--- config.mk ---
export PLATFORM = sky130hd
export DESIGN_NAME = command_handler_flat
export DESIGN_NICKNAME = d
export VERILOG_FILES = /design/src/rtl/command_handler_pkg.sv /design/src/rtl/command_handler_if.sv /design/src/rtl/command_handler_addr_wrap.sv /design/src/rtl/command_handler.sv /design/src/flat_wrapper.sv
export SDC_FILE = /design/constraint.sdc
export NUM_CORES = 1
export LEC_CHECK = 0
export CORE_ASPECT_RATIO = 1.4
export CORE_MARGIN = 8
export CORE_UTILIZATION = 53
export DETAILED_ROUTE_END_ITERATION = 8
export GPL_TIMING_DRIVEN = 0
export HOLD_SLACK_MARGIN = 0.15
export PLACE_DENSITY = 0.78
export SETUP_SLACK_MARGIN = 0.15
export SYNTH_ARGS = -nofsm -noshare
export SYNTH_HDL_FRONTEND = slang
export SYNTH_SLANG_ARGS = --single-unit
--- constraint.sdc ---
create_clock -name clk -period 3.4 [get_ports clk]
set_input_delay 0.68 -clock clk [delete_from_list [all_inputs] [get_ports clk]]
set_output_delay 0.68 -clock clk [all_outputs]
set_load 0.1 [all_outputs]
--- src/rtl/command_handler_pkg.sv ---
// Shared definitions for the VT52 command handler: geometry defaults,
// control-byte codes and the FSM state type.
// Optional feature macro: VT52_DIRECT_CURSOR_EN adds the ESC Y row/col states.
package command_handler_pkg;

    localparam int unsigned DEF_ROWS          = 24;
    localparam int unsigned DEF_COLS          = 80;
    localparam int unsigned DEF_ROW_BITS      = 5;
    localparam int unsigned DEF_COL_BITS      = 7;
    localparam int unsigned DEF_ADDR_BITS     = 11;
    localparam int unsigned DEF_PAST_LAST_ROW = DEF_ROWS * DEF_COLS;

    localparam logic [7:0] CH_BS    = 8'h08;
    localparam logic [7:0] CH_LF    = 8'h0A;
    localparam logic [7:0] CH_CR    = 8'h0D;
    localparam logic [7:0] CH_ESC   = 8'h1B;
    localparam logic [7:0] CH_SPACE = 8'h20;
    localparam logic [7:0] CH_TILDE = 8'h7E;

    typedef enum logic [2:0] {
        ST_IDLE,
        ST_ESC,
        ST_FILL,
        ST_SCROLL
`ifdef VT52_DIRECT_CURSOR_EN
        , ST_ESC_Y_ROW,
        ST_ESC_Y_COL
`endif
    } state_t;

endpackage

--- src/rtl/command_handler_if.sv ---
// Byte-stream input handshake plus character-buffer / cursor update bus.
// slave = command handler side, master = byte source / buffer consumer side.
interface command_handler_if
    import command_handler_pkg::*;
#(
    parameter int unsigned ADDR_BITS = DEF_ADDR_BITS,
    parameter int unsigned COL_BITS  = DEF_COL_BITS,
    parameter int unsigned ROW_BITS  = DEF_ROW_BITS
);
    logic [7:0]           in_data;
    logic                 in_valid;
    logic                 in_ready;
    logic                 busy;
    logic [ADDR_BITS-1:0] buffer_waddr;
    logic [7:0]           buffer_din;
    logic                 buffer_wen;
    logic [ADDR_BITS-1:0] buffer_first_char;
    logic                 buffer_first_char_wen;
    logic [COL_BITS-1:0]  new_cursor_x;
    logic [ROW_BITS-1:0]  new_cursor_y;
    logic                 new_cursor_wen;

    modport slave (
        input  in_data, in_valid,
        output in_ready, busy,
        output buffer_waddr, buffer_din, buffer_wen,
        output buffer_first_char, buffer_first_char_wen,
        output new_cursor_x, new_cursor_y, new_cursor_wen
    );

    modport master (
        output in_data, in_valid,
        input  in_ready, busy,
        input  buffer_waddr, buffer_din, buffer_wen,
        input  buffer_first_char, buffer_first_char_wen,
        input  new_cursor_x, new_cursor_y, new_cursor_wen
    );
endinterface

--- src/rtl/command_handler_addr_wrap.sv ---
// Circular buffer address adder: (base + offset) mod PAST_LAST_ROW.
// Both operands must already be below PAST_LAST_ROW, so one subtract suffices.
module buffer_addr_wrap
    import command_handler_pkg::*;
#(
    parameter int unsigned ADDR_BITS     = DEF_ADDR_BITS,
    parameter int unsigned PAST_LAST_ROW = DEF_PAST_LAST_ROW
) (
    input  logic [ADDR_BITS-1:0] i_base,
    input  logic [ADDR_BITS-1:0] i_offset,
    output logic [ADDR_BITS-1:0] o_addr
);
    localparam logic [ADDR_BITS:0] L_PLR = (ADDR_BITS+1)'(PAST_LAST_ROW);

    logic [ADDR_BITS:0] w_sum;
    logic [ADDR_BITS:0] w_wrapped;

    assign w_sum     = {1'b0, i_base} + {1'b0, i_offset};
    assign w_wrapped = w_sum - L_PLR;
    assign o_addr    = (w_sum >= L_PLR) ? w_wrapped[ADDR_BITS-1:0] : w_sum[ADDR_BITS-1:0];
endmodule

--- src/rtl/command_handler.sv ---
// VT52-style command handler: turns the terminal byte stream into character
// buffer writes, cursor updates and scroll-origin updates on a circular buffer.
// Optional feature macro: VT52_DIRECT_CURSOR_EN (ESC Y row col addressing).
module command_handler
    import command_handler_pkg::*;
#(
    parameter int unsigned ROWS          = DEF_ROWS,
    parameter int unsigned COLS          = DEF_COLS,
    parameter int unsigned ROW_BITS      = DEF_ROW_BITS,
    parameter int unsigned COL_BITS      = DEF_COL_BITS,
    parameter int unsigned ADDR_BITS     = DEF_ADDR_BITS,
    parameter int unsigned PAST_LAST_ROW = ROWS * COLS
) (
    input  logic             clk,
    input  logic             clr,
    command_handler_if.slave bus
);
    localparam logic [ADDR_BITS-1:0] L_COLS   = ADDR_BITS'(COLS);
    localparam logic [ADDR_BITS-1:0] L_UP     = ADDR_BITS'(PAST_LAST_ROW - COLS);
    localparam logic [ADDR_BITS-1:0] L_ONE    = ADDR_BITS'(1);
    localparam logic [ADDR_BITS:0]   L_PLR    = (ADDR_BITS+1)'(PAST_LAST_ROW);
    localparam logic [COL_BITS-1:0]  L_LAST_X = COL_BITS'(COLS - 1);
    localparam logic [ROW_BITS-1:0]  L_LAST_Y = ROW_BITS'(ROWS - 1);

    state_t               r_state, w_state;
    logic [COL_BITS-1:0]  r_cur_x, w_x;
    logic [ROW_BITS-1:0]  r_cur_y, w_y;
    logic [ADDR_BITS-1:0] r_first_char, w_fc;
    logic [ADDR_BITS-1:0] r_line_base, w_lb;
    logic [ADDR_BITS-1:0] r_fill_addr, w_fill_addr;
    logic [ADDR_BITS:0]   r_fill_cnt, w_fill_cnt;
    logic [ADDR_BITS-1:0] r_waddr, w_waddr;
    logic [7:0]           r_din, w_din;
    logic                 r_wen, w_wen;
    logic                 r_fc_wen, w_fc_wen;
    logic                 r_cur_wen, w_cur_wen;
    logic                 r_in_ready, r_busy;

    logic                 w_accept;
    logic [7:0]           w_byte;
    logic [ADDR_BITS-1:0] w_cell_addr, w_lb_down, w_lb_up, w_fc_next, w_fill_next;
    logic [ADDR_BITS:0]   w_cell_index;

    assign w_accept     = bus.in_valid & r_in_ready;
    assign w_byte       = bus.in_data;
    assign w_cell_index = (ADDR_BITS+1)'(r_cur_y) * (ADDR_BITS+1)'(COLS) + (ADDR_BITS+1)'(r_cur_x);

    buffer_addr_wrap #(.ADDR_BITS(ADDR_BITS), .PAST_LAST_ROW(PAST_LAST_ROW)) u_cell (
        .i_base(r_line_base), .i_offset(ADDR_BITS'(r_cur_x)), .o_addr(w_cell_addr));
    buffer_addr_wrap #(.ADDR_BITS(ADDR_BITS), .PAST_LAST_ROW(PAST_LAST_ROW)) u_down (
        .i_base(r_line_base), .i_offset(L_COLS), .o_addr(w_lb_down));
    // Moving up one row is adding (size - COLS), which keeps a single wrap.
    buffer_addr_wrap #(.ADDR_BITS(ADDR_BITS), .PAST_LAST_ROW(PAST_LAST_ROW)) u_up (
        .i_base(r_line_base), .i_offset(L_UP), .o_addr(w_lb_up));
    buffer_addr_wrap #(.ADDR_BITS(ADDR_BITS), .PAST_LAST_ROW(PAST_LAST_ROW)) u_fc (
        .i_base(r_first_char), .i_offset(L_COLS), .o_addr(w_fc_next));
    buffer_addr_wrap #(.ADDR_BITS(ADDR_BITS), .PAST_LAST_ROW(PAST_LAST_ROW)) u_fill (
        .i_base(r_fill_addr), .i_offset(L_ONE), .o_addr(w_fill_next));

`ifdef VT52_DIRECT_CURSOR_EN
    logic [ROW_BITS-1:0]  r_y_row, w_y_row;
    logic [7:0]           w_byte_off;
    logic [ROW_BITS-1:0]  w_row_clamp;
    logic [COL_BITS-1:0]  w_col_clamp;
    logic [ADDR_BITS-1:0] w_lb_direct;

    assign w_byte_off  = (w_byte < CH_SPACE) ? 8'h00 : (w_byte - CH_SPACE);
    assign w_row_clamp = (w_byte_off > 8'(ROWS - 1)) ? L_LAST_Y : w_byte_off[ROW_BITS-1:0];
    assign w_col_clamp = (w_byte_off > 8'(COLS - 1)) ? L_LAST_X : w_byte_off[COL_BITS-1:0];

    buffer_addr_wrap #(.ADDR_BITS(ADDR_BITS), .PAST_LAST_ROW(PAST_LAST_ROW)) u_direct (
        .i_base(r_first_char),
        .i_offset(ADDR_BITS'({r_y_row, 6'b0}) + ADDR_BITS'({r_y_row, 4'b0})),
        .o_addr(w_lb_direct));
`endif

    // FSM state register; reset restarts the full-screen clear.
    always_ff @(posedge clk) begin
        if (!clr) r_state <= ST_FILL;
        else      r_state <= w_state;
    end

    // Next-state and next-output decode for every byte and fill step.
    always_comb begin
        w_state     = r_state;
        w_x         = r_cur_x;
        w_y         = r_cur_y;
        w_fc        = r_first_char;
        w_lb        = r_line_base;
        w_fill_addr = r_fill_addr;
        w_fill_cnt  = r_fill_cnt;
        w_waddr     = r_waddr;
        w_din       = r_din;
        w_wen       = 1'b0;
        w_fc_wen    = 1'b0;
        w_cur_wen   = 1'b0;
`ifdef VT52_DIRECT_CURSOR_EN
        w_y_row     = r_y_row;
`endif
        case (r_state)
            ST_IDLE: if (w_accept) begin
                if ((w_byte >= CH_SPACE) && (w_byte <= CH_TILDE)) begin
                    w_waddr = w_cell_addr;
                    w_din   = w_byte;
                    w_wen   = 1'b1;
                    if (r_cur_x < L_LAST_X) begin
                        w_x       = r_cur_x + COL_BITS'(1);
                        w_cur_wen = 1'b1;
                    end
                end else begin
                    case (w_byte)
                        CH_CR: if (r_cur_x != '0) begin
                            w_x       = '0;
                            w_cur_wen = 1'b1;
                        end
                        CH_BS: if (r_cur_x != '0) begin
                            w_x       = r_cur_x - COL_BITS'(1);
                            w_cur_wen = 1'b1;
                        end
                        CH_LF: if (r_cur_y < L_LAST_Y) begin
                            w_y       = r_cur_y + ROW_BITS'(1);
                            w_lb      = w_lb_down;
                            w_cur_wen = 1'b1;
                        end else begin
                            // Old top line becomes the bottom line; with the
                            // cursor on the last row its base is the old origin.
                            w_state     = ST_SCROLL;
                            w_fc        = w_fc_next;
                            w_fc_wen    = 1'b1;
                            w_fill_addr = r_first_char;
                            w_fill_cnt  = (ADDR_BITS+1)'(COLS);
                            w_lb        = r_first_char;
                        end
                        CH_ESC:  w_state = ST_ESC;
                        default: ;
                    endcase
                end
            end
            ST_ESC: if (w_accept) begin
                w_state = ST_IDLE;
                case (w_byte)
                    CH_ESC: w_state = ST_ESC;
                    8'h41: if (r_cur_y != '0) begin
                        w_y       = r_cur_y - ROW_BITS'(1);
                        w_lb      = w_lb_up;
                        w_cur_wen = 1'b1;
                    end
                    8'h42: if (r_cur_y < L_LAST_Y) begin
                        w_y       = r_cur_y + ROW_BITS'(1);
                        w_lb      = w_lb_down;
                        w_cur_wen = 1'b1;
                    end
                    8'h43: if (r_cur_x < L_LAST_X) begin
                        w_x       = r_cur_x + COL_BITS'(1);
                        w_cur_wen = 1'b1;
                    end
                    8'h44: if (r_cur_x != '0) begin
                        w_x       = r_cur_x - COL_BITS'(1);
                        w_cur_wen = 1'b1;
                    end
                    8'h48: begin
                        w_x       = '0;
                        w_y       = '0;
                        w_lb      = r_first_char;
                        w_cur_wen = (r_cur_x != '0) || (r_cur_y != '0);
                    end
                    8'h4A: begin
                        w_state     = ST_FILL;
                        w_fill_addr = w_cell_addr;
                        w_fill_cnt  = L_PLR - w_cell_index;
                    end
                    8'h4B: begin
                        w_state     = ST_FILL;
                        w_fill_addr = w_cell_addr;
                        w_fill_cnt  = (ADDR_BITS+1)'(COLS) - (ADDR_BITS+1)'(r_cur_x);
                    end
`ifdef VT52_DIRECT_CURSOR_EN
                    8'h59: w_state = ST_ESC_Y_ROW;
`endif
                    default: ;
                endcase
            end
`ifdef VT52_DIRECT_CURSOR_EN
            ST_ESC_Y_ROW: if (w_accept) begin
                w_y_row = w_row_clamp;
                w_state = ST_ESC_Y_COL;
            end
            ST_ESC_Y_COL: if (w_accept) begin
                w_x       = w_col_clamp;
                w_y       = r_y_row;
                w_lb      = w_lb_direct;
                w_cur_wen = 1'b1;
                w_state   = ST_IDLE;
            end
`endif
            ST_SCROLL: w_state = ST_FILL;
            ST_FILL: begin
                w_waddr     = r_fill_addr;
                w_din       = CH_SPACE;
                w_wen       = 1'b1;
                w_fill_addr = w_fill_next;
                w_fill_cnt  = r_fill_cnt - (ADDR_BITS+1)'(1);
                if (r_fill_cnt == (ADDR_BITS+1)'(1)) w_state = ST_IDLE;
            end
            default: w_state = ST_IDLE;
        endcase
    end

    // Datapath and output registers; reset arms a clear of the whole buffer.
    always_ff @(posedge clk) begin
        if (!clr) begin
            r_cur_x      <= '0;
            r_cur_y      <= '0;
            r_first_char <= '0;
            r_line_base  <= '0;
            r_fill_addr  <= '0;
            r_fill_cnt   <= L_PLR;
            r_waddr      <= '0;
            r_din        <= '0;
            r_wen        <= 1'b0;
            r_fc_wen     <= 1'b0;
            r_cur_wen    <= 1'b0;
            r_in_ready   <= 1'b0;
            r_busy       <= 1'b1;
`ifdef VT52_DIRECT_CURSOR_EN
            r_y_row      <= '0;
`endif
        end else begin
            r_cur_x      <= w_x;
            r_cur_y      <= w_y;
            r_first_char <= w_fc;
            r_line_base  <= w_lb;
            r_fill_addr  <= w_fill_addr;
            r_fill_cnt   <= w_fill_cnt;
            r_waddr      <= w_waddr;
            r_din        <= w_din;
            r_wen        <= w_wen;
            r_fc_wen     <= w_fc_wen;
            r_cur_wen    <= w_cur_wen;
            r_busy       <= (w_state == ST_FILL) || (w_state == ST_SCROLL);
`ifdef VT52_DIRECT_CURSOR_EN
            r_y_row      <= w_y_row;
            r_in_ready   <= (w_state == ST_IDLE) || (w_state == ST_ESC) ||
                            (w_state == ST_ESC_Y_ROW) || (w_state == ST_ESC_Y_COL);
`else
            r_in_ready   <= (w_state == ST_IDLE) || (w_state == ST_ESC);
`endif
        end
    end

    assign bus.in_ready              = r_in_ready;
    assign bus.busy                  = r_busy;
    assign bus.buffer_waddr          = r_waddr;
    assign bus.buffer_din            = r_din;
    assign bus.buffer_wen            = r_wen;
    assign bus.buffer_first_char     = r_first_char;
    assign bus.buffer_first_char_wen = r_fc_wen;
    assign bus.new_cursor_x          = r_cur_x;
    assign bus.new_cursor_y          = r_cur_y;
    assign bus.new_cursor_wen        = r_cur_wen;
endmodule

--- src/flat_wrapper.sv ---
// flat-port wrapper written by rule: the top's interface ports become plain ports
module command_handler_flat import command_handler_pkg::*;
#(
    parameter int unsigned ROWS          = DEF_ROWS,
    parameter int unsigned COLS          = DEF_COLS,
    parameter int unsigned ROW_BITS      = DEF_ROW_BITS,
    parameter int unsigned COL_BITS      = DEF_COL_BITS,
    parameter int unsigned ADDR_BITS     = DEF_ADDR_BITS,
    parameter int unsigned PAST_LAST_ROW = ROWS * COLS
)
  (clk, clr, bus_in_data, bus_in_valid, bus_in_ready, bus_busy, bus_buffer_waddr, bus_buffer_din, bus_buffer_wen, bus_buffer_first_char, bus_buffer_first_char_wen, bus_new_cursor_x, bus_new_cursor_y, bus_new_cursor_wen);
  command_handler_if #(.ADDR_BITS(ADDR_BITS), .COL_BITS(COL_BITS), .ROW_BITS(ROW_BITS)) bus_i ();
  input  logic clk;
  input  logic clr;
  input wire logic [$bits(bus_i.in_data)-1:0] bus_in_data;
  input wire logic [$bits(bus_i.in_valid)-1:0] bus_in_valid;
  output wire logic [$bits(bus_i.in_ready)-1:0] bus_in_ready;
  output wire logic [$bits(bus_i.busy)-1:0] bus_busy;
  output wire logic [$bits(bus_i.buffer_waddr)-1:0] bus_buffer_waddr;
  output wire logic [$bits(bus_i.buffer_din)-1:0] bus_buffer_din;
  output wire logic [$bits(bus_i.buffer_wen)-1:0] bus_buffer_wen;
  output wire logic [$bits(bus_i.buffer_first_char)-1:0] bus_buffer_first_char;
  output wire logic [$bits(bus_i.buffer_first_char_wen)-1:0] bus_buffer_first_char_wen;
  output wire logic [$bits(bus_i.new_cursor_x)-1:0] bus_new_cursor_x;
  output wire logic [$bits(bus_i.new_cursor_y)-1:0] bus_new_cursor_y;
  output wire logic [$bits(bus_i.new_cursor_wen)-1:0] bus_new_cursor_wen;
  assign bus_i.in_data = bus_in_data;
  assign bus_i.in_valid = bus_in_valid;
  assign bus_in_ready = bus_i.in_ready;
  assign bus_busy = bus_i.busy;
  assign bus_buffer_waddr = bus_i.buffer_waddr;
  assign bus_buffer_din = bus_i.buffer_din;
  assign bus_buffer_wen = bus_i.buffer_wen;
  assign bus_buffer_first_char = bus_i.buffer_first_char;
  assign bus_buffer_first_char_wen = bus_i.buffer_first_char_wen;
  assign bus_new_cursor_x = bus_i.new_cursor_x;
  assign bus_new_cursor_y = bus_i.new_cursor_y;
  assign bus_new_cursor_wen = bus_i.new_cursor_wen;
  command_handler #(.ROWS(ROWS), .COLS(COLS), .ROW_BITS(ROW_BITS), .COL_BITS(COL_BITS), .ADDR_BITS(ADDR_BITS), .PAST_LAST_ROW(PAST_LAST_ROW)) u_core (.clk(clk), .clr(clr), .bus(bus_i));
endmodule
# After elaboration in Yosys (flattened, before gate mapping)
# Cells that the tools add are included.
[classes]
addsub = 18
eq_ne = 32
n_lt_le_gt_ge = 9
muxes = 73
n_mul = 1
bitwise_logic = 7
n_reduce_logical = 21
[op_table]
columns = ["op", "count"]
rows = [
  ["$mux 11", 20],
  ["$pmux 11 s3", 2],
  ["$ge 12x11->1 const B", 5],
  ["$mux 12", 5],
  ["$eq 8x7->1 const B", 7],
  ["$sub 11x11->11 const B", 5],
  ["$pmux 11 s2", 2],
  ["$mux 7", 6],
  ["$pmux 12 s3", 1],
  ["$mux 5", 6],
  ["$pmux 7 s2", 2],
  ["$add 11x7->12 const B", 2],
  ["$eq 8x4->1 const B", 3],
  ["$pmux 12 s2", 1],
  ["$pmux 7 s3", 1],
  ["$reduce_and 7->1", 3],
  ["$mux 8", 2],
  ["$pmux 8 s2", 1],
  ["$mux 3", 5],
  ["$pmux 5 s3", 1],
  ["$add 11x1->12 const B", 1],
  ["$add 11x11->12 const B", 1],
  ["$add 11x7->12", 1],
  ["$add 12x7->12", 1],
  ["45 further kinds", 77],
]
[totals]
ff_bits = 84
word_cells = 175
output_inout_bits = 47
in_bits = 11

# Depth between registers and ports, before layout
# Gate-level depths: netlist of run 1.
[logic_depth]
word_depth = 8
depth_mapped = 11
ltp_nobuf = 11

# By module
# A second synthesis of run 1 with hierarchy kept.
[unflattened]
cells_unflattened = 1074
hier_area_um2 = 8594.5
[modules_own_cells]
columns = ["mod", "instances", "area_per_inst_um2", "seq_area_each_um2", "cells_per_inst"]
rows = [
  ["command_handler", 1, 5303.8, 1681.6, 654],
  ["buffer_addr_wrap", 5, 658.1, 0.0, 84],
]

# Least setup slack after synthesis of run 1
# Ideal clock, no wire load.
[synth_timing]
path_type = "register to register"
start = "reg u_core.r_cur_y[1], in the netlist u_core.bus.new_cursor_y[1]"
end = "reg u_core.r_fill_cnt[8]"
stages_incl_launch_ff = 12
required_time_ns = 3.261
setup_ns = 0.139
arrival_ns = 3.063
n_path_buf = 1
setup_slack_ns = 0.198
synth_period_minus_slack_ns = 3.202
cell_sequence = "dfxtp_1 > ha_1 > ha_1 > inv_1 > ha_1 > clkbuf_1 > nand4_1 > o211ai_1 > nor3_1 > o31a_1 > a21oi_1 > o211ai_1"
[synth_between]
elab_chain_cells = 6
word_cells_on_any_way = 9
cone_classes = "add/sub: 2; mul: 1; order compare: 1; eq/ne: 1; mux: 3; reduce/logical: 1"
[synth_lines]
columns = ["element", "line", "text"]
rows = [
  ["start: declaration", "command_handler.sv:27", "logic [ROW_BITS-1:0] r_cur_y, w_y;"],
  ["start signal: assignment", "command_handler.sv:230", "r_cur_y <= w_y;"],
  ["$mul 5x3->8", "command_handler.sv:46", "assign w_cell_index = (ADDR_BITS+1)'(r_cur_y) * (ADDR_BITS+1)'(COLS) + (ADDR_BITS+1)'(r_cur_x);"],
  ["$add 12x7->12", "command_handler.sv:46", ""],
  ["$sub 11x12->12", "command_handler.sv:170", "w_fill_cnt = L_PLR - w_cell_index;"],
  ["$pmux 12 s2", "command_handler.sv:141", "case (w_byte)"],
  ["$mux 12", "command_handler.sv:139", "ST_ESC: if (w_accept) begin"],
  ["$pmux 12 s3", "command_handler.sv:100", "case (r_state)"],
  ["end signal: assignment", "command_handler.sv:234", "r_fill_cnt <= w_fill_cnt;"],
  ["end: declaration", "command_handler.sv:31", "logic [ADDR_BITS:0] r_fill_cnt, w_fill_cnt;"],
]
# Several ways; a longest one is shown, not always the timed one. The select of a mux whose other input is x is not followed.
# A chain may end at the register's enable or synchronous reset.

# Worst setup path after layout of run 1
[layout_timing]
start = "in bus_in_data[6]"
end = "reg u_core.r_line_base[8]"
[layout_between]
elab_chain_cells = 4
word_cells_on_any_way = 16
cone_classes = "order compare: 2; eq/ne: 9; mux: 3; reduce/logical: 2"
[layout_lines]
columns = ["element", "line", "text"]
rows = [
  ["start: declaration", "flat_wrapper.sv:15", "input wire logic [$bits(bus_i.in_data)-1:0] bus_in_data;"],
  ["$ge 8x6->1 (tied with other cells)", "command_handler.sv:102", "if ((w_byte >= CH_SPACE) && (w_byte <= CH_TILDE)) begin"],
  ["$logic_and 1x1->1 or $pmux 11 s3 (tied branches)", "command_handler.sv:102, command_handler.sv:141", ""],
  ["$ne 2x2->1 (no line) or $mux 11 (tied branches)", "--", ""],
  ["$reduce_and 8->1 (no line) or $pmux 11 s2 (tied branches)", "--", ""],
  ["end signal: assignment", "command_handler.sv:232", "r_line_base <= w_lb;"],
  ["end: declaration", "command_handler.sv:29", "logic [ADDR_BITS-1:0] r_line_base, w_lb;"],
]
# Several ways; a longest one is shown, not always the timed one. The select of a mux whose other input is x is not followed.

==> results of run 1 <==
==> layout by cell type (no fill, tap or decap), drive strengths merged, types with 18 or more instances in the layout <==
cell type,count
nor2,75
o21ai,59
a31oi,18
buf,20
nand3,29
clkbuf,59
nor3,36
ha,41
a21oi,66
dfxtp,76
clkdlybuf4s50,52
inv,35
xnor2,28
nand2,79
==> how the worst max path moves through the flow <==
| stage | end | start | slack [ns] |
|---|---|---|---|
| finish | u_core.r_line_base[8] | bus_in_data[6] | 0.31 |
| global route | u_core.r_line_base[9] | u_core.r_line_base[5] | 0.16 |
| detailed placement | u_core.r_fill_cnt[7] | bus_in_data[5] | -0.32 |
| floorplan | u_core.r_fill_cnt[8] | u_core.bus.new_cursor_y[1] | 0.20 |
| CTS | u_core.r_fill_cnt[8] | bus_in_data[5] | 0.17 |
| global placement | u_core.r_fill_cnt[8] | bus_in_data[5] | -0.36 |
==> metrics by stage <==
step	cells	instance area, um2	worst slack (ns)	power [mW]
6_report	1123	7770	0.305	2.45
2_1_floorplan	904	6690	0.198	1.27
3_3_place_gp	1107	7410	-0.364	1.38
4_1_cts	1123	7740	0.166	2.44
5_1_grt	1123	7770	0.164	2.51
3_5_place_dp	1107	7410	-0.324	1.39
==> metal layers <==
layer	vias to the layer above	global-route usage	part of all wire
li1	3493	-	-
met1	3450	0.291	0.40
met2	320	0.464	0.49
met3	81	0.0427	0.063
met4	0	0.161	0.050
met5	-	0	0
==> final cells by class <==
class / instances / area, um2
Multi-Input combinational cell: 724 / 4780
Buffer: 69 / 297
Tap cell: 150 / 188
Fill cell: 1151 / 4540
Clock buffer: 10 / 229
Inverter: 35 / 131
Clock inverter: 6 / 87.6
Timing Repair Buffer: 53 / 533
Sequential cell: 76 / 1520
==> cells by family after synthesis <==
kind of cell    count (synthesis)  synth area share
flops                          76             0.228
buf+inv                       104            0.0636
mux                            15            0.0231
other cells                     1          0.000562
xor+xnor                       36            0.0473
simple gates                  331             0.258
compound gates                293             0.298
fa+ha+maj                      43            0.0814
==> power by group through the flow <==
| stage | logic (mW) | clock network [mW] | registers (mW) |
|---|---|---|---|
| global placement | 0.418 | 0 | 0.966 |
| detailed placement | 0.421 | 0 | 0.967 |
| global route | 0.462 | 1.10 | 0.951 |
| finish | 0.433 | 1.07 | 0.948 |
| CTS | 0.424 | 1.07 | 0.947 |
| floorplan | 0.207 | 0 | 1.06 |
==> what timing repair did <==
action                     CTS  global route
gates resized for setup      2             8
setup endpoints to repair   19            26
pin swaps                    0             0
==> flip-flops by register name, summed over array words and instances, names as in the netlist <==
signal                            flops
u_core.r_fill_cnt                    12
u_core.bus.buffer_waddr              11
u_core.r_fill_addr                   11
u_core.bus.buffer_din                 8
u_core.bus.buffer_first_char          7
u_core.bus.new_cursor_x               7
u_core.r_line_base                    7
u_core.bus.new_cursor_y               5
u_core.r_state                        3
u_core.bus.buffer_first_char_wen      1
u_core.bus.buffer_wen                 1
u_core.bus.busy                       1
u_core.bus.in_ready                   1
u_core.bus.new_cursor_wen             1
==> critical path: cells and delay by family <==
family | cells | cell delay (ns)
compound gates | 2 | 0.54
buf+inv | 3 | 1.00
simple gates | 4 | 1.13
==> tab_implementation.tex, run 1 <==
\begin{tabular}{lr}
\hline
Metric & Value \\
\hline
\multicolumn{2}{l}{\textbf{Yosys}} \\
Share of flip-flops with an asynchronous set or reset after synthesis & 0 \\
Post-synthesis cell count & 899 \\
Number of unique standard cell types used by synthesis & between 80 and 90 \\
Area fraction of the dominant cell type after synthesis & 0.228 \\
Combined area of all synthesized cells & 0.00667 mm2 \\
Sequential element share of the synthesized area & 0.228 \\
Dominant cell type by area after synthesis & dfxtp\_1 \\
Leading cell types by total area after synthesis & dfxtp\_1, ha\_1, a21oi\_1, nand2\_1, nor2\_1 \\
Mean Syn Cell Area & 7.42 um2 \\
Number of synthesized register bits & 76 \\
Count of yosys warnings during synthesis & 0 \\
Main flop type after synthesis & dfxtp\_1 \\
Most repeated cell in the gate-level netlist after synthesis & nand2\_1 \\
Most used standard cells in the synthesized netlist & nand2\_1, dfxtp\_1, nor2\_1, a21oi\_1, o21ai\_0 \\
EDFF count, synth & 0 \\
\multicolumn{2}{l}{\textbf{Layout}} \\
Growth of design area from synthesis to finish & 16.4\% \\
Share of layout cells above drive strength 1 & 0.0545 \\
Antenna cell count & 0 \\
Post-route core utilization & 0.631 \\
Final net count & 1021 \\
\multicolumn{2}{l}{\textbf{Timing}} \\
Clock skew after layout & 0.00732 ns \\
Unrepaired setup endpoints after global routing & no \\
Endpoints failing setup & 0 \\
Tcrit/Tclk final & 0.910 \\
Highest attainable clock frequency & 323 MHz \\
Count of pins over their slew limit & 0 \\
Transition time of the tightest slew-check pin & between 0.9 and 1 ns \\
Tightest slew margin relative to the limit & 0.335 \\
WHS & 0.448 ns \\
Total Negative Setup Slacks & 0 ns \\
Min cycle time layout & 3.09 ns \\
Count of final hold-check violations & 0 \\
\multicolumn{2}{l}{\textbf{Clock tree}} \\
Number of buffers added to fix hold violations after cts & 0 \\
Number of buffers on the longest clock path & 2 \\
H-Tree Level Count & 3 \\
Reg clk slew, reported paths & 0.07 ns \\
TritonCTS clock tree & yes \\
Number of buffers inserted to repair setup after CTS & 0 \\
Clock latency on the worst-skew pair & 0.35 ns \\
CTS root buffer & clkbuf\_16 \\
Clock Sinks & 76 \\
Total clock buffers created by CTS & 9 \\
\multicolumn{2}{l}{\textbf{Worst setup path}} \\
Cell breakdown of the critical path & clkdlybuf4s50\_1 -> or4b\_1 -> buf\_2 -> or3\_1 -> buf\_2 -> nand2b\_4 -> a31oi\_4 -> nand2\_1 -> o32ai\_1 \\
Crit path max-delay cell type & clkdlybuf4s50\_1 \\
Critical Path Fanout Max & 9 \\
Worst R2R Setup Slack & 0.34 ns \\
Largest stage delay on the critical path & 0.60 ns \\
Most numerous cell on the critical path & buf\_2 \\
Length in cells of the worst reg-to-reg path & 9 \\
Sort of element at the start of the critical path & input pin \\
Critical Path RT & 3.66 ns \\
Critical path type & in2reg \\
R2R Path Start & u\_core.bus.new\_cursor\_x[0] \\
Endpoint of the lowest-slack register-to-register path & u\_core.bus.new\_cursor\_x[3] \\
Nature of the critical path endpoint & flip-flop \\
Endpoint arrival time on the critical path & 3.35 ns \\
\multicolumn{2}{l}{\textbf{Pwr}} \\
Combinational Power Share & 0.177 \\
Internal cell power & 1.69 mW \\
Sw Pwr & 0.765 mW \\
Peak supply drop & 0.225 mV \\
Sw Ratio & 0.312 \\
Sequential group share of total power & 0.387 \\
P per Cell Area & 316 mW/mm2 \\
Share of power burned in the clock network & 0.437 \\
Leak pwr & 2.73 nW \\
\multicolumn{2}{l}{\textbf{Detailed routing}} \\
Number of vias after detailed routing & approximately 7.3k \\
Number of violations reported at the end of detailed-routing iteration 0 & a little under 700 \\
DRC & 0 \\
Average wire per cell in the routed design & 20.0 um \\
Final Routed Wirelength & $\sim$22000 um \\
Post-DRT Antenna Nets & 0 \\
Length of the first detailed-routing pass in iterations & 5 \\
Vias per Instance & 6.54 \\
\multicolumn{2}{l}{\textbf{Global routing}} \\
Maximum number of pins on one net before global-route repair & 14 \\
Global-route usage over all layers & 0.263 \\
Via count of the first global-routing pass & 7038 \\
First-pass GRT wire length & 36000 um \\
Antenna violations before repair & 0 \\
Total overflow reported by the global router & 0 \\
\multicolumn{2}{l}{\textbf{Die}} \\
Total number of placement rows & 48 \\
Die H & 149 um \\
Number of ports placed on the die boundary & 58 \\
Core footprint & roughly 0.012 mm2 \\
Die Area & 0.0165 mm2 \\
Effective utilization at floorplan & 0.542 \\
Horiz. Die Dim & 111 um \\
\multicolumn{2}{l}{\textbf{Hold path}} \\
End point of the most critical hold path & u\_core.bus.buffer\_waddr[4] \\
Class of the tightest hold or removal check & reg2reg \\
Worst Hold Launch & u\_core.bus.buffer\_waddr[4] \\
Depth of the worst hold-timing path & 2 \\
\multicolumn{2}{l}{\textbf{Run status}} \\
Outcome & complete, no violations \\
\multicolumn{2}{l}{\textbf{Placement}} \\
Hpwl dp & 16800 um \\
Number of port buffers & 53 \\
Global placer's final weighted congestion & slightly below 1 \\
\multicolumn{2}{l}{\textbf{Job}} \\
Max Cap Violations & 0 \\
\hline
\end{tabular}
No activity file was read; power rests on OpenSTA's default activity.
==> inputs of run 2 (changes only) <==
Settings changed: CORE_MARGIN 8 to 3, CTS_BUF_LIST set to sky130_fd_sc_hd__clkbuf_4 sky130_fd_sc_hd__clkbuf_8 sky130_fd_sc_hd__clkbuf_16.
==> tab_implementation.tex, run 2 (synthesized netlist as in run 1, its figures left out) <==
\begin{tabular}{lr}
\hline
Metric & Value \\
\hline
\multicolumn{2}{l}{\textbf{Pwr}} \\
P per Cell Area & 315 mW/mm2 \\
Peak supply drop & 0.226 mV \\
Post-route total power & 2.44 mW \\
Leak pwr & 2.73 nW \\
\multicolumn{2}{l}{\textbf{Hold path}} \\
End point of the most critical hold path & u\_core.bus.buffer\_waddr[10] \\
Class of the tightest hold or removal check & reg2reg \\
Worst Hold Launch & u\_core.bus.buffer\_waddr[10] \\
Depth of the worst hold-timing path & 2 \\
\multicolumn{2}{l}{\textbf{Layout}} \\
Flip-flop count of the largest register after layout & 12 \\
Final net count & 1021 \\
Growth of design area from synthesis to finish & 16.0\% \\
Cell area after layout & 0.00774 mm2 \\
Commonest non-fill, non-tap cells in the layout & nand2\_1, dfxtp\_1, nor2\_1, a21oi\_1, o21ai\_0 \\
Number of non-filler instances in the completed layout & 1119 \\
Share of layout cells above drive strength 1 & 0.0556 \\
Reg with most FFs & u\_core.r\_fill\_cnt \\
Antenna cell count & 0 \\
Commonest non-fill, non-tap cell in the layout & nand2\_1 \\
\multicolumn{2}{l}{\textbf{Timing}} \\
Min cycle time layout & 3.17 ns \\
Endpoints failing setup & 0 \\
Transition time of the tightest slew-check pin & 1.06 ns \\
Tcrit/Tclk final & 0.932 \\
Clock skew after layout & 0.00525 ns \\
Count of final hold-check violations & 0 \\
Highest attainable clock frequency & around 320 MHz \\
Count of pins over their slew limit & 0 \\
Worst setup margin & about 0.23 ns \\
Tightest slew margin relative to the limit & 0.291 \\
Unrepaired setup endpoints after global routing & yes \\
\multicolumn{2}{l}{\textbf{Placement}} \\
Instance area after placement & 0.00741 mm2 \\
Setup WS pre-CTS & -0.307 ns \\
Hpwl dp & 16500 um \\
Number of port buffers & 53 \\
Cells after DPL & $\sim$1.1k \\
Global placer's final weighted congestion & 0.959 \\
\multicolumn{2}{l}{\textbf{Global routing}} \\
Global-route usage over all layers & 0.317 \\
First-pass GRT wire length & between 30000 and 40000 um \\
Total overflow reported by the global router & 0 \\
Antenna violations before repair & 0 \\
Via count of the first global-routing pass & 7033 \\
Maximum number of pins on one net before global-route repair & 13 \\
\multicolumn{2}{l}{\textbf{Detailed routing}} \\
Final Routed Wirelength & 22400 um \\
Vias per Instance & 6.68 \\
Average wire per cell in the routed design & 20.0 um \\
DRC & 0 \\
Post-DRT Antenna Nets & 0 \\
Number of vias after detailed routing & 7478 \\
Length of the first detailed-routing pass in iterations & 8 \\
Number of violations reported at the end of detailed-routing iteration 0 & 661 \\
\multicolumn{2}{l}{\textbf{Die}} \\
Total number of placement rows & 47 \\
Die H & 139 um \\
Die Area & 0.0140 mm2 \\
Horiz. Die Dim & 101 um \\
Core footprint & 0.0121 mm2 \\
Effective utilization at floorplan & 0.554 \\
Number of ports placed on the die boundary & 58 \\
\multicolumn{2}{l}{\textbf{Worst setup path}} \\
Nature of the critical path endpoint & flip-flop \\
Length in cells of the worst reg-to-reg path & 9 \\
Critical Path RT & 3.61 ns \\
Endpoint arrival time on the critical path & 3.37 ns \\
Endpoint of the lowest-slack register-to-register path & u\_core.bus.new\_cursor\_x[3] \\
Sort of element at the start of the critical path & input pin \\
Critical Path Fanout Max & 9 \\
Critical path type & in2reg \\
Worst R2R Setup Slack & 0.33 ns \\
R2R Path Start & u\_core.bus.new\_cursor\_x[0] \\
\multicolumn{2}{l}{\textbf{Clock tree}} \\
Number of buffers on the longest clock path & 2 \\
TritonCTS clock tree & yes \\
H-Tree Level Count & 3 \\
Total clock buffers created by CTS & 9 \\
CTS root buffer & clkbuf\_16 \\
Clock latency on the worst-skew pair & around 0.35 ns \\
Reg clk slew, reported paths & approximately 0.060 ns \\
Clock Sinks & 76 \\
Number of buffers inserted to repair setup after CTS & 0 \\
\multicolumn{2}{l}{\textbf{Run status}} \\
Outcome & complete, no violations \\
\multicolumn{2}{l}{\textbf{Job}} \\
Max Cap Violations & 0 \\
\hline
\end{tabular}
run 2: how the worst max path moves through the flow:
stage,cells past startpoint,endpoint,startpoint,slack [ns]
2_1_floorplan,11,u_core.r_fill_cnt[8],u_core.bus.new_cursor_y[1],0.20
3_3_place_gp,9,u_core.r_fill_addr[4],bus_in_data[5],-0.30
3_5_place_dp,9,u_core.r_fill_addr[0],bus_in_data[5],-0.31
4_1_cts,9,u_core.r_fill_cnt[8],bus_in_data[5],0.17
5_1_grt,8,u_core.bus.new_cursor_x[3],bus_in_data[0],0.09
6_report,8,u_core.r_line_base[5],bus_in_data[6],0.23
run 2: worst max-delay path, cell delays in order:
cell	delay, ns
clkdlybuf4s50_1	0.60
or4b_1	0.45
buf_2	0.21
nor4_2	0.71
nand2b_1	0.34
o21ai_0	0.12
a21oi_1	0.17
a211oi_2	0.09
run 2: final cells by class:
cell class / instances / area (um2)
well taps: 147 / 184
clock buffers: 10 / 233
clock inverters: 5 / 77.6
fillers: 1075 / 4310
repair buffers: 53 / 533
flip-flops and latches: 76 / 1520
inverters: 35 / 131
plain buffers: 69 / 298
multi-input cells: 724 / 4760
run 2: what timing repair did:
action / 4_1_cts / 5_1_grt
endpoints found under the setup margin: 19 / 31
gates cloned: 0 / 0
pin swaps: 0 / 0
hold buffers: 0 / 0
resized for setup: 2 / 8
run 2: routing by layer:
layer	vias to the layer above	global-route usage	share of wire
met5	-	0	0
met4	0	0.186	0.059
met3	109	0.0488	0.078
met2	428	0.523	0.48
met1	3459	0.381	0.38
li1	3482	-	-
run 2: where the power goes:
part           internal (mW)  total [mW]  switching (mW)
Clock                  0.645        1.06           0.413
Sequential             0.922       0.949          0.0264
Combinational          0.120       0.435           0.315
Total                   1.69        2.44           0.754
run 2: metrics by stage:
stage	util	setup TNS (ns)	hold slack, ns
floorplan	-	0	0.440
global route	0.642	0	0.472
detailed placement	0.614	-6.08	0.444
CTS	0.641	0	0.451
global placement	0.614	-5.65	0.438
finish	0.642	0	0.447
==> inputs of run 3 (changes only) <==
Settings changed: CORE_UTILIZATION 53 to 30, PLACE_DENSITY 0.78 to 0.5, SYNTH_HIERARCHICAL set to 1.
==> tab_implementation.tex, run 3 <==
\begin{tabular}{lr}
\hline
Metric & Value \\
\hline
\multicolumn{2}{l}{\textbf{Timing}} \\
Highest attainable clock frequency & 317 MHz \\
Transition time of the tightest slew-check pin & 0.988 ns \\
Clock skew after layout & about 0.012 ns \\
Count of final hold-check violations & 0 \\
Tcrit/Tclk final & 0.928 \\
Unrepaired setup endpoints after global routing & no \\
Count of pins over their slew limit & 0 \\
Tightest slew margin relative to the limit & 0.339 \\
Min cycle time layout & 3.16 ns \\
Worst setup margin & 0.243 ns \\
Endpoints failing setup & 0 \\
\multicolumn{2}{l}{\textbf{Detailed routing}} \\
Number of vias after detailed routing & 8686 \\
Average wire per cell in the routed design & 18.8 um \\
Vias per Instance & approximately 5.5 \\
Post-DRT Antenna Nets & 0 \\
Number of violations reported at the end of detailed-routing iteration 0 & 541 \\
Length of the first detailed-routing pass in iterations & 5 \\
DRC & 0 \\
Final Routed Wirelength & 29500 um \\
\multicolumn{2}{l}{\textbf{Layout}} \\
Final net count & 1297 \\
Total of fill cells in the finished design & 2993 \\
Commonest non-fill, non-tap cell in the layout & nand2\_1 \\
Commonest non-fill, non-tap cells in the layout & nand2\_1, nor2\_1, ha\_1, dfxtp\_1, a21oi\_1 \\
Reg with most FFs & u\_core/r\_fill\_cnt \\
Share of layout cells above drive strength 1 & 0.103 \\
Combined area of the multi-input logic cells & a little under 0.007 mm2 \\
Flip-flop count of the largest register after layout & 12 \\
Cell area after layout & 0.0102 mm2 \\
Antenna cell count & 0 \\
Area taken by flip-flops and latches & 0.00169 mm2 \\
Growth of design area from synthesis to finish & 19.1\% \\
\multicolumn{2}{l}{\textbf{Die}} \\
Core footprint & 0.0279 mm2 \\
Number of ports placed on the die boundary & 58 \\
Total number of placement rows & around 70 \\
Horiz. Die Dim & between 100 and 150 um \\
Effective utilization at floorplan & 0.308 \\
Die Area & 0.0307 mm2 \\
Die H & 206 um \\
\multicolumn{2}{l}{\textbf{Pwr}} \\
Internal cell power & 1.79 mW \\
Leak pwr & 3.97 nW \\
P per Cell Area & 274 mW/mm2 \\
Sw Pwr & approximately 1.0 mW \\
Share of power burned in the clock network & 0.339 \\
Combinational Power Share & 0.286 \\
Sw Ratio & 0.362 \\
Post-route total power & about 2.8 mW \\
Peak supply drop & approximately 0.2 mV \\
Sequential group share of total power & 0.376 \\
\multicolumn{2}{l}{\textbf{Yosys}} \\
Mean Syn Cell Area & 8.00 um2 \\
EDFF count, synth & 0 \\
Area fraction of the dominant cell type after synthesis & 0.196 \\
Dominant cell type by area after synthesis & dfxtp\_1 \\
Number of unique standard cell types used by synthesis & 85 \\
Most used standard cells in the synthesized netlist & nand2\_1, nor2\_1, ha\_1, dfxtp\_1, a21oi\_1 \\
Count of yosys warnings during synthesis & 6 \\
Post-synthesis cell count & 1074 \\
Combined area of all synthesized cells & about 0.0086 mm2 \\
Most repeated cell in the gate-level netlist after synthesis & nand2\_1 \\
Share of flip-flops with an asynchronous set or reset after synthesis & 0 \\
Leading cell types by total area after synthesis & dfxtp\_1, ha\_1, nand2\_1, nor2\_1, a21oi\_1 \\
Number of synthesized register bits & 84 \\
Main flop type after synthesis & dfxtp\_1 \\
Sequential element share of the synthesized area & 0.196 \\
\multicolumn{2}{l}{\textbf{Worst setup path}} \\
Critical Path RT & 3.66 ns \\
Top delay family on crit path & compound AO/OA/AOI/OAI gates \\
Critical Path Fanout Max & 10 \\
Critical path type & in2reg \\
Sort of element at the start of the critical path & input pin \\
Crit path max-delay cell type & or4b\_4 \\
Endpoint arrival time on the critical path & about 3.4 ns \\
Cell breakdown of the critical path & clkdlybuf4s50\_1 -> or4b\_4 -> buf\_6 -> o41a\_1 -> a21oi\_1 -> clkbuf\_4 -> a222oi\_1 -> a211oi\_1 \\
Largest stage delay on the critical path & 0.59 ns \\
Worst Path Buf+Inv & 3 \\
Worst R2R Setup Slack & 0.37 ns \\
Nature of the critical path endpoint & flip-flop \\
\multicolumn{2}{l}{\textbf{Global routing}} \\
Antenna violations before repair & 0 \\
Total overflow reported by the global router & 0 \\
Via count of the first global-routing pass & just over 8k \\
Maximum number of pins on one net before global-route repair & 14 \\
Global-route usage over all layers & 0.188 \\
First-pass GRT wire length & 45300 um \\
\multicolumn{2}{l}{\textbf{Run status}} \\
Outcome & complete, no violations \\
\multicolumn{2}{l}{\textbf{Job}} \\
Max Cap Violations & 0 \\
\multicolumn{2}{l}{\textbf{Placement}} \\
Number of port buffers & between 50 and 60 \\
Hpwl dp & 22900 um \\
Instance area after placement & 0.00981 mm2 \\
Global placer's final weighted congestion & between 0.8 and 0.9 \\
Setup WS pre-CTS & -0.830 ns \\
\multicolumn{2}{l}{\textbf{Clock tree}} \\
CTS root buffer & clkbuf\_16 \\
Clock latency on the worst-skew pair & 0.36 ns \\
H-Tree Level Count & 3 \\
Reg clk slew, reported paths & 0.07 ns \\
Number of buffers on the longest clock path & 2 \\
TritonCTS clock tree & yes \\
Number of buffers added to fix hold violations after cts & 0 \\
Clock Sinks & 84 \\
Total clock buffers created by CTS & 9 \\
\multicolumn{2}{l}{\textbf{Hold path}} \\
Class of the tightest hold or removal check & reg2reg \\
\hline
\end{tabular}
==> run 3: repair_timing <==
action                                  4_1_cts  5_1_grt
endpoints found under the setup margin       60       52
pin swaps                                     1        2
setup buffers                                 2        1
gates resized for setup                      10       27
endpoints found under the hold margin         0        0
==> run 3: power by group through the flow <==
stage / logic [mW] / clock network [mW] / registers, mW
after CTS: 0.790 / 0.975 / 1.05
after global routing: 0.871 / 1.00 / 1.06
after floorplan: 0.476 / 0 / 1.19
final: 0.802 / 0.951 / 1.05
after detailed placement: 0.781 / 0 / 1.08
after global placement: 0.779 / 0 / 1.08
==> run 3: worst reg2reg max path, delay by kind of cell (launching register included) <==
kind	cells	cell delay [ns]
AO/OA/AOI/OAI	6	1.42
adder cells (fa/ha/maj)	2	0.67
multiplexers	1	0.36
flip-flops	1	0.33
AND/OR/NAND/NOR	1	0.09
==> run 3: path summary, 6_finish.rpt <==
check	start	to	cells after the start
hold reg to reg	u_core/bus.buffer_din[7]	u_core/bus.buffer_din[7]	2
setup / recovery	bus_in_data[7]	u_core/r_line_base[1]	8
hold / removal	u_core/bus.buffer_din[7]	u_core/bus.buffer_din[7]	2
setup reg to reg	u_core/r_fill_addr[0]	u_core/r_fill_addr[8]	10
==> run 3: metrics by stage <==
stage | std cells | TNS [ns] | util | hold WS (ns)
final | 1569 | 0 | 0.367 | 0.436
after detailed placement | 1551 | -32.60 | 0.351 | 0.429
after CTS | 1568 | 0 | 0.363 | 0.442
after global routing | 1569 | 0 | 0.367 | 0.459
after global placement | 1551 | -32.64 | 0.351 | 0.421
after floorplan | 1125 | 0 | - | 0.446
==> run 3: routing by layer <==
| layer | part of all wire | track usage | up-vias |
|---|---|---|---|
| li1 | - | - | 4283 |
| met5 | 0 | 0 | - |
| met3 | 0.036 | 0.0193 | 47 |
| met4 | 0.034 | 0.0765 | 0 |
| met2 | 0.50 | 0.340 | 213 |
| met1 | 0.43 | 0.226 | 4143 |
==> run 3: cell type report <==
cell class | count | area share
Inverter | 37 | 0.0136
Timing Repair Buffer | 59 | 0.0577
Sequential cell | 84 | 0.165
Multi-Input combinational cell | 955 | 0.670
Buffer | 49 | 0.0229
Clock inverter | 5 | 0.00293
Clock buffer | 10 | 0.0227
Tap cell | 370 | 0.0452
==> run 3: cell families (layout without fill, tap and decap cells) <==
family	Yosys count	in the layout	synth area share
mux	21	21	0.0253
fa+ha+maj	91	91	0.138
flops	84	84	0.196
xor+xnor	56	56	0.0571
buf+inv	86	160	0.0422
simple gates	394	394	0.244
compound gates	340	340	0.297
other cells	2	53	0.000874
